==> src/rtl/tank_sprite_mapper.sv <==
// Two-stage pixel colour mapper for tile-aligned tank sprites with programmable
// colours, alive masking and a frame-counted hit flash.
module tank_sprite_mapper #(
  parameter int NUM_TANKS    = 2,
  parameter int COORD_W      = 10,
  parameter int SPRITE_LOG2  = 5,
  parameter int COLOR_W      = 8,
  parameter int FLASH_FRAMES = 8
) (
  input  logic                              Clk,
  input  logic                              Reset_n,
  input  logic                              frame_start,
  input  logic [COORD_W-1:0]                DrawX,
  input  logic [COORD_W-1:0]                DrawY,
  input  logic                              blank,
  input  logic [NUM_TANKS*COORD_W-1:0]      TankX,
  input  logic [NUM_TANKS*COORD_W-1:0]      TankY,
  input  logic [NUM_TANKS-1:0]              tank_alive,
  input  logic [NUM_TANKS-1:0]              hit_pulse,
  input  logic                              cfg_we,
  input  logic [$clog2(NUM_TANKS+1)-1:0]    cfg_idx,
  input  logic [3*COLOR_W-1:0]              cfg_rgb,
  output logic [COLOR_W-1:0]                Red,
  output logic [COLOR_W-1:0]                Green,
  output logic [COLOR_W-1:0]                Blue,
  output logic [$clog2(NUM_TANKS):0]        hit_id,
  output logic [NUM_TANKS-1:0]              flash_active
);

  localparam int IDX_W  = $clog2(NUM_TANKS + 1);
  localparam int HID_W  = $clog2(NUM_TANKS) + 1;
  localparam int TI_W   = (NUM_TANKS > 1) ? $clog2(NUM_TANKS) : 1;
  localparam int TILE_W = COORD_W - SPRITE_LOG2;
  localparam int RGB_W  = 3 * COLOR_W;
  localparam logic [COLOR_W-1:0] C55 = COLOR_W'(8'h55);
  localparam logic [7:0] FLASH_LOAD = 8'(FLASH_FRAMES);

  function automatic logic [RGB_W-1:0] color_default(input int i);
    if (i == NUM_TANKS) return '0;
    else if (i == 0)    return {{COLOR_W{1'b0}}, C55, {COLOR_W{1'b0}}};
    else if (i == 1)    return {{(2*COLOR_W){1'b0}}, C55};
    else                return {C55, C55, C55};
  endfunction

  // Pixel offset within a tile never takes part in the match.
  logic unused_lsbs;
  assign unused_lsbs = ^{DrawX[SPRITE_LOG2-1:0], DrawY[SPRITE_LOG2-1:0], TankX, TankY};

  logic [NUM_TANKS-1:0] tank_hit;
  for (genvar gi = 0; gi < NUM_TANKS; gi++) begin : g_hit
    assign tank_hit[gi] = tank_alive[gi]
      && (DrawX[COORD_W-1:SPRITE_LOG2] == TankX[gi*COORD_W+SPRITE_LOG2 +: TILE_W])
      && (DrawY[COORD_W-1:SPRITE_LOG2] == TankY[gi*COORD_W+SPRITE_LOG2 +: TILE_W]);
  end

  // Scan downward so the lowest-indexed hitting tank is left as the winner.
  logic            any_hit;
  logic [TI_W-1:0] win_idx;
  always_comb begin
    any_hit = 1'b0;
    win_idx = '0;
    for (int i = NUM_TANKS - 1; i >= 0; i--) begin
      if (tank_hit[i]) begin
        any_hit = 1'b1;
        win_idx = TI_W'(i);
      end
    end
  end

  logic            blank1_q;
  logic            hit1_q;
  logic [TI_W-1:0] idx1_q;

  always_ff @(posedge Clk or negedge Reset_n) begin
    if (!Reset_n) begin
      blank1_q <= 1'b1;
      hit1_q   <= 1'b0;
      idx1_q   <= '0;
    end else begin
      blank1_q <= blank;
      hit1_q   <= any_hit;
      idx1_q   <= win_idx;
    end
  end

  logic [RGB_W-1:0]     color_q [NUM_TANKS+1];
  logic [7:0]           flash_q [NUM_TANKS];
  logic [7:0]           flash_d [NUM_TANKS];
  logic [NUM_TANKS-1:0] flash_active_q;

  always_comb begin
    for (int i = 0; i < NUM_TANKS; i++) begin
      flash_d[i] = flash_q[i];
      if (hit_pulse[i])
        flash_d[i] = FLASH_LOAD;
      else if (frame_start && (flash_q[i] != 8'd0))
        flash_d[i] = flash_q[i] - 8'd1;
    end
  end

  always_ff @(posedge Clk or negedge Reset_n) begin
    if (!Reset_n) begin
      for (int i = 0; i <= NUM_TANKS; i++) color_q[i] <= color_default(i);
      for (int i = 0; i < NUM_TANKS; i++) flash_q[i] <= 8'd0;
      flash_active_q <= '0;
    end else begin
      for (int i = 0; i <= NUM_TANKS; i++) begin
        if (cfg_we && (cfg_idx == IDX_W'(i))) color_q[i] <= cfg_rgb;
      end
      for (int i = 0; i < NUM_TANKS; i++) begin
        flash_q[i]        <= flash_d[i];
        flash_active_q[i] <= (flash_d[i] != 8'd0);
      end
    end
  end

  logic [RGB_W-1:0] rgb_d,  rgb_q;
  logic [HID_W-1:0] hid_d,  hid_q;

  // Odd flash counts render white, giving a blink that toggles every frame.
  always_comb begin
    rgb_d = '0;
    hid_d = '0;
    if (!blank1_q) begin
      if (hit1_q) begin
        rgb_d = flash_q[idx1_q][0] ? {RGB_W{1'b1}} : color_q[idx1_q];
        hid_d = HID_W'(idx1_q) | (HID_W'(1) << (HID_W - 1));
      end else begin
        rgb_d = color_q[NUM_TANKS];
      end
    end
  end

  always_ff @(posedge Clk or negedge Reset_n) begin
    if (!Reset_n) begin
      rgb_q <= '0;
      hid_q <= '0;
    end else begin
      rgb_q <= rgb_d;
      hid_q <= hid_d;
    end
  end

  assign Red          = rgb_q[RGB_W-1 -: COLOR_W];
  assign Green        = rgb_q[2*COLOR_W-1 -: COLOR_W];
  assign Blue         = rgb_q[COLOR_W-1:0];
  assign hit_id       = hid_q;
  assign flash_active = flash_active_q;

endmodule

==> config.mk <==
export PLATFORM = sky130hd
export DESIGN_NAME = tank_sprite_mapper
export DESIGN_NICKNAME = d
export VERILOG_FILES = /design/src/rtl/tank_sprite_mapper.sv
export SDC_FILE = /design/constraint.sdc
export NUM_CORES = 1
export LEC_CHECK = 0
export ABC_AREA = 1
export CAP_MARGIN = 5
export CORE_ASPECT_RATIO = 0.6
export CORE_MARGIN = 4
export CORE_UTILIZATION = 40
export DETAILED_ROUTE_END_ITERATION = 7
export PLACE_DENSITY = 0.72
export SLEW_MARGIN = 5
export SYNTH_ARGS = -nofsm -noshare
export SYNTH_HDL_FRONTEND = slang
export SYNTH_SLANG_ARGS = --single-unit
==> constraint.sdc <==
create_clock -name Clk -period 3.2 [get_ports Clk]
set_clock_uncertainty 0.1 [all_clocks]
set_input_delay 0.32 -clock Clk [delete_from_list [all_inputs] [get_ports Clk]]
set_output_delay 0.32 -clock Clk [all_outputs]
set_load 0.05 [all_outputs]
==> results by stage <==
Routing:
- The post-route DRC violation count is 0.
- The total routed wirelength is between 10,000 and 15,000 um.
- The residual antenna-violating net count after detailed routing is 0.
- The first-pass iteration count of the detailed router is 5.
- The routed wirelength normalized by instance count is between 10 and 15 um.
- The iteration-0 DRC count of the detailed router is approximately 270.
- Using the TritonRoute via totals, the vias-per-cell ratio works out to slightly below 5.
- The number of vias in the routed layout is between 4,000 and 5,000.

STA:
- Setup violations remaining at the end of the flow were counted as 0.
- Setup repair after global routing left no endpoint under its margin.
- At the pin with the least slew margin, the transition time is around 1.2 ns.
- Timing would allow up to just under 500 MHz.
- The max-slew violation count is 0.
- The count of final hold-check violations is 0.
- In the final timing run, aggregate negative setup slack is 0 ns.
- The worst pin sits at a relative slew slack of 0.212.
- Dividing the final minimum period by the clock period gives 0.637.
- The clock period could shrink to about 2 ns.

Critical path:
- The data required time at the worst endpoint is 3.39 ns.
- The worst register-to-register path begins at flash_q[8].
- The endpoint type of the worst setup path is a flop.
- In this run the register-to-register setup slack is approximately 1.2 ns.
- Data on the critical path arrives at its endpoint at between 2 and 2.5 ns.
- The worst setup path is of the flop to flop kind.
- The endpoint identified for the worst register-to-register timing path is rgb_q[19].
- The critical path startpoint category is a flop.
- In this run the worst path has a maximum fanout of 24.
- The number of cells on the worst reg-to-reg path is 4.

CTS:
- For this design, the sink count on the clock tree is 119.
- CTS built an H-tree with a depth of 4.
- Counting along the longest clock path gives a buffer depth of 2.
- The number of hold-repair buffers added at the cts stage is 1.
- Post-CTS timing repair inserted 0 buffers for setup.
- The number of buffers created by CTS is 17.
- The TritonCTS clock tree is built.
- The library cell used as clock root buffer is sky130_fd_sc_hd__clkbuf_16.
- The clock latency on the worst-skew pair is about 0.41 ns.
- Clock-pin slew was measured on the worst setup and hold paths at ~0.050 ns.
- The post-cts gate resize count is 0.

Finish:
- The sequential standard cell area is around 3000 sq um.
- Fill cells in the final layout number ~1,200.
- The area growth from synthesis to layout is 31.3%.
- For this run, the number of standard cells in the final layout without fillers is roughly 950.
- The count of nets after finishing is roughly 860.
- The number of antenna diodes is 0.
- Leaving out fill and tap cells, the most frequent cells in the layout are sky130_fd_sc_hd__nand2_1 (160), sky130_fd_sc_hd__dfrtp_1 (108), sky130_fd_sc_hd__o21ai_0 (105).
- In the final layout, the share of cells above drive strength 1 is 0.0827.
- Leaving out fill and tap cells, the most frequent cell in the layout is sky130_fd_sc_hd__nand2_1.
- The area of the multi-input gates is around 2100 sq um.

Floorplanning:
- The height of the die is 99.4 um.
- After floorplanning, the core was divided into 33 placement rows.
- between 100 and 150 I/O pins were placed.
- After floorplanning, the core was sized to cover 13,600 sq um.
- The initial utilization of the core area, before any placement, comes to 0.408.
- The area of the die is 15,900 sq um.
- The die width is ~160 um.

Global routing:
- In the global route stage, overall resource usage came out at 0.174.
- The initial antenna violation count is 0.
- The first global-routing pass estimated 22,100 um of wire.
- The final global-route overflow total is 0.
- The number of global-route vias before repair is approximately 4,400.
- Entering global routing, the biggest net connects 54 pins.

Min path:
- The hold-critical path endpoint is blank1_q.
- Along the worst hold path, the cell count comes to 1.
- The startpoint identified for the worst hold timing path is blank.
- The worst min-delay path class is input pin to flop.

Yosys:
- The post-synthesis net count is ~770.
- The number of register bits inferred by synthesis is roughly 120.
- The synthesis warning total is 0.
- For this run, the register share of the synthesized area comes to 0.537.
- The number of different library cells used by synthesis comes to 33.
- The area of the mapped netlist is ~5600 sq um.
- The per-instance average area after synthesis is slightly above 8 sq um.
- Synthesis handed over a netlist of between 600 and 700 instances.

Power and ir drop:
- The maximum VDD drop is approximately 380 uV.
- The power density over the cells is between 600 and 700 nW/um^2.
- The leakage power total is 0.00361 uW.

Placement:
- Counting tap cells, the placed design contains a total of roughly 900 instances.
- The sum of net half-perimeters after detailed placement is between 8000 and 9000 um.
- The number of port buffers is 92.
- The final weighted congestion in routability-driven placement is just under 0.9.

Run status:
- The flow ran to the end, and the final reports show no timing, DRC or antenna violations.

Run:
- Max-cap violations in this run came to 0.
-- final cells by class --
class                      instances  area share
tap                              175      0.0300
clock inverter                     7      0.0188
timing repair buffer              99       0.135
inverter                         101      0.0522
sequential                       119       0.409
clock buffer                      24      0.0714
multi-input combinational        424       0.283
-- worst max-delay path, cell delays in order, from the launching register on --
cell                       delay [ns]
sky130_fd_sc_hd__dfrtp_1         0.35
sky130_fd_sc_hd__inv_1           0.15
sky130_fd_sc_hd__o21ai_2         0.94
sky130_fd_sc_hd__a211oi_1        0.08
sky130_fd_sc_hd__a21oi_1         0.30
-- kinds of logic (layout without fill, tap and decap cells) --
| family | Yosys count | in the layout | share of synthesized area |
|---|---|---|---|
| AOI/OAI and AO/OA | 163 | 163 | 0.161 |
| xor gates and xnor gates | 12 | 12 | 0.0189 |
| adders and majority gates | 4 | 4 | 0.00900 |
| buffers and inverters | 132 | 231 | 0.0940 |
| DFF | 119 | 119 | 0.537 |
| and+or+nand+nor | 245 | 245 | 0.180 |
-- report_power, final --
part / leakage (uW) / switching (uW) / internal, uW / total (uW)
Combinational: 0.00179 / 505 / 324 / 829
Sequential: 0.00149 / 107 / 1720 / 1830
Clock: 0.000324 / 654 / 1440 / 2100
Total: 0.00361 / 1270 / 3480 / 4750
-- synthesized netlist by cell type --
cell	count	area (sq um)
sky130_fd_sc_hd__nand2_4	2	22.5
sky130_fd_sc_hd__buf_4	2	15.0
sky130_fd_sc_hd__buf_1	2	7.51
sky130_fd_sc_hd__inv_1	99	372
sky130_fd_sc_hd__a21oi_1	25	125
sky130_fd_sc_hd__nor3_1	6	30.0
sky130_fd_sc_hd__dfstp_2	9	236
sky130_fd_sc_hd__nand2_1	160	601
sky130_fd_sc_hd__o21a_1	1	7.51
sky130_fd_sc_hd__nor2_2	3	18.8
sky130_fd_sc_hd__nor2_1	46	173
sky130_fd_sc_hd__a21boi_0	1	7.51
sky130_fd_sc_hd__o22ai_1	1	6.26
sky130_fd_sc_hd__buf_2	8	40.0
sky130_fd_sc_hd__nand2_2	3	18.8
sky130_fd_sc_hd__a211oi_1	24	180
sky130_fd_sc_hd__ha_1	4	50.1
sky130_fd_sc_hd__xor2_1	9	78.8
sky130_fd_sc_hd__inv_4	1	6.26
sky130_fd_sc_hd__buf_6	1	11.3
sky130_fd_sc_hd__o2111ai_1	1	8.76
sky130_fd_sc_hd__clkbuf_1	18	67.6
sky130_fd_sc_hd__inv_2	1	3.75
sky130_fd_sc_hd__o211ai_1	2	15.0
sky130_fd_sc_hd__xnor2_1	3	26.3
sky130_fd_sc_hd__nand3b_1	1	7.51
sky130_fd_sc_hd__o31ai_1	1	7.51
sky130_fd_sc_hd__dfrtp_1	110	2750
sky130_fd_sc_hd__nand4_1	5	31.3
sky130_fd_sc_hd__o21ai_0	105	526
sky130_fd_sc_hd__nor2_4	1	11.3
sky130_fd_sc_hd__nand3_1	18	90.1
sky130_fd_sc_hd__o21ai_1	2	10.0
-- metrics by stage --
stage | power (uW) | setup slack [ns] | hold slack [ns] | util | area, sq um
after floorplan | 2370 | 1.52 | -0.0756 | - | 5560
after global routing | 4980 | 1.05 | 0.217 | 0.536 | 7310
after global placement | 2650 | 1.03 | 0.309 | 0.487 | 6640
final | 4750 | 1.16 | 0.218 | 0.536 | 7310
after CTS | 4790 | 1.15 | 0.211 | 0.536 | 7310
after detailed placement | 2670 | 0.990 | 0.316 | 0.487 | 6640
-- worst max-delay path by stage --
stage / endpoint / cells after the start / slack, ns / from
floorplan: flash_active[0] / 11 / 1.52 / flash_q[8]
global route: rgb_q[19] / 4 / 1.05 / flash_q[8]
detailed placement: flash_active[0] / 9 / 0.99 / frame_start
finish: rgb_q[19] / 4 / 1.16 / flash_q[8]
CTS: rgb_q[19] / 4 / 1.15 / flash_q[8]
global placement: flash_active[0] / 9 / 1.03 / frame_start
-- metal layers --
| layer | share of wire | vias up | global-route usage |
|---|---|---|---|
| met5 | 0 | - | 0 |
| met4 | 0.011 | 0 | 0.0601 |
| met3 | 0.057 | 13 | 0.0389 |
| met2 | 0.44 | 125 | 0.261 |
| met1 | 0.50 | 2123 | 0.250 |
| li1 | - | 2328 | - |
-- sequential cells by signal, summed over array words and instances, names as in the netlist --
register      cells
color_q          72
rgb_q            24
flash_q          16
flash_active      2
hit_id            2
blank1_q          1
hit1_q            1
idx1_q            1
Note: power is estimated with default switching activity, not from simulation.
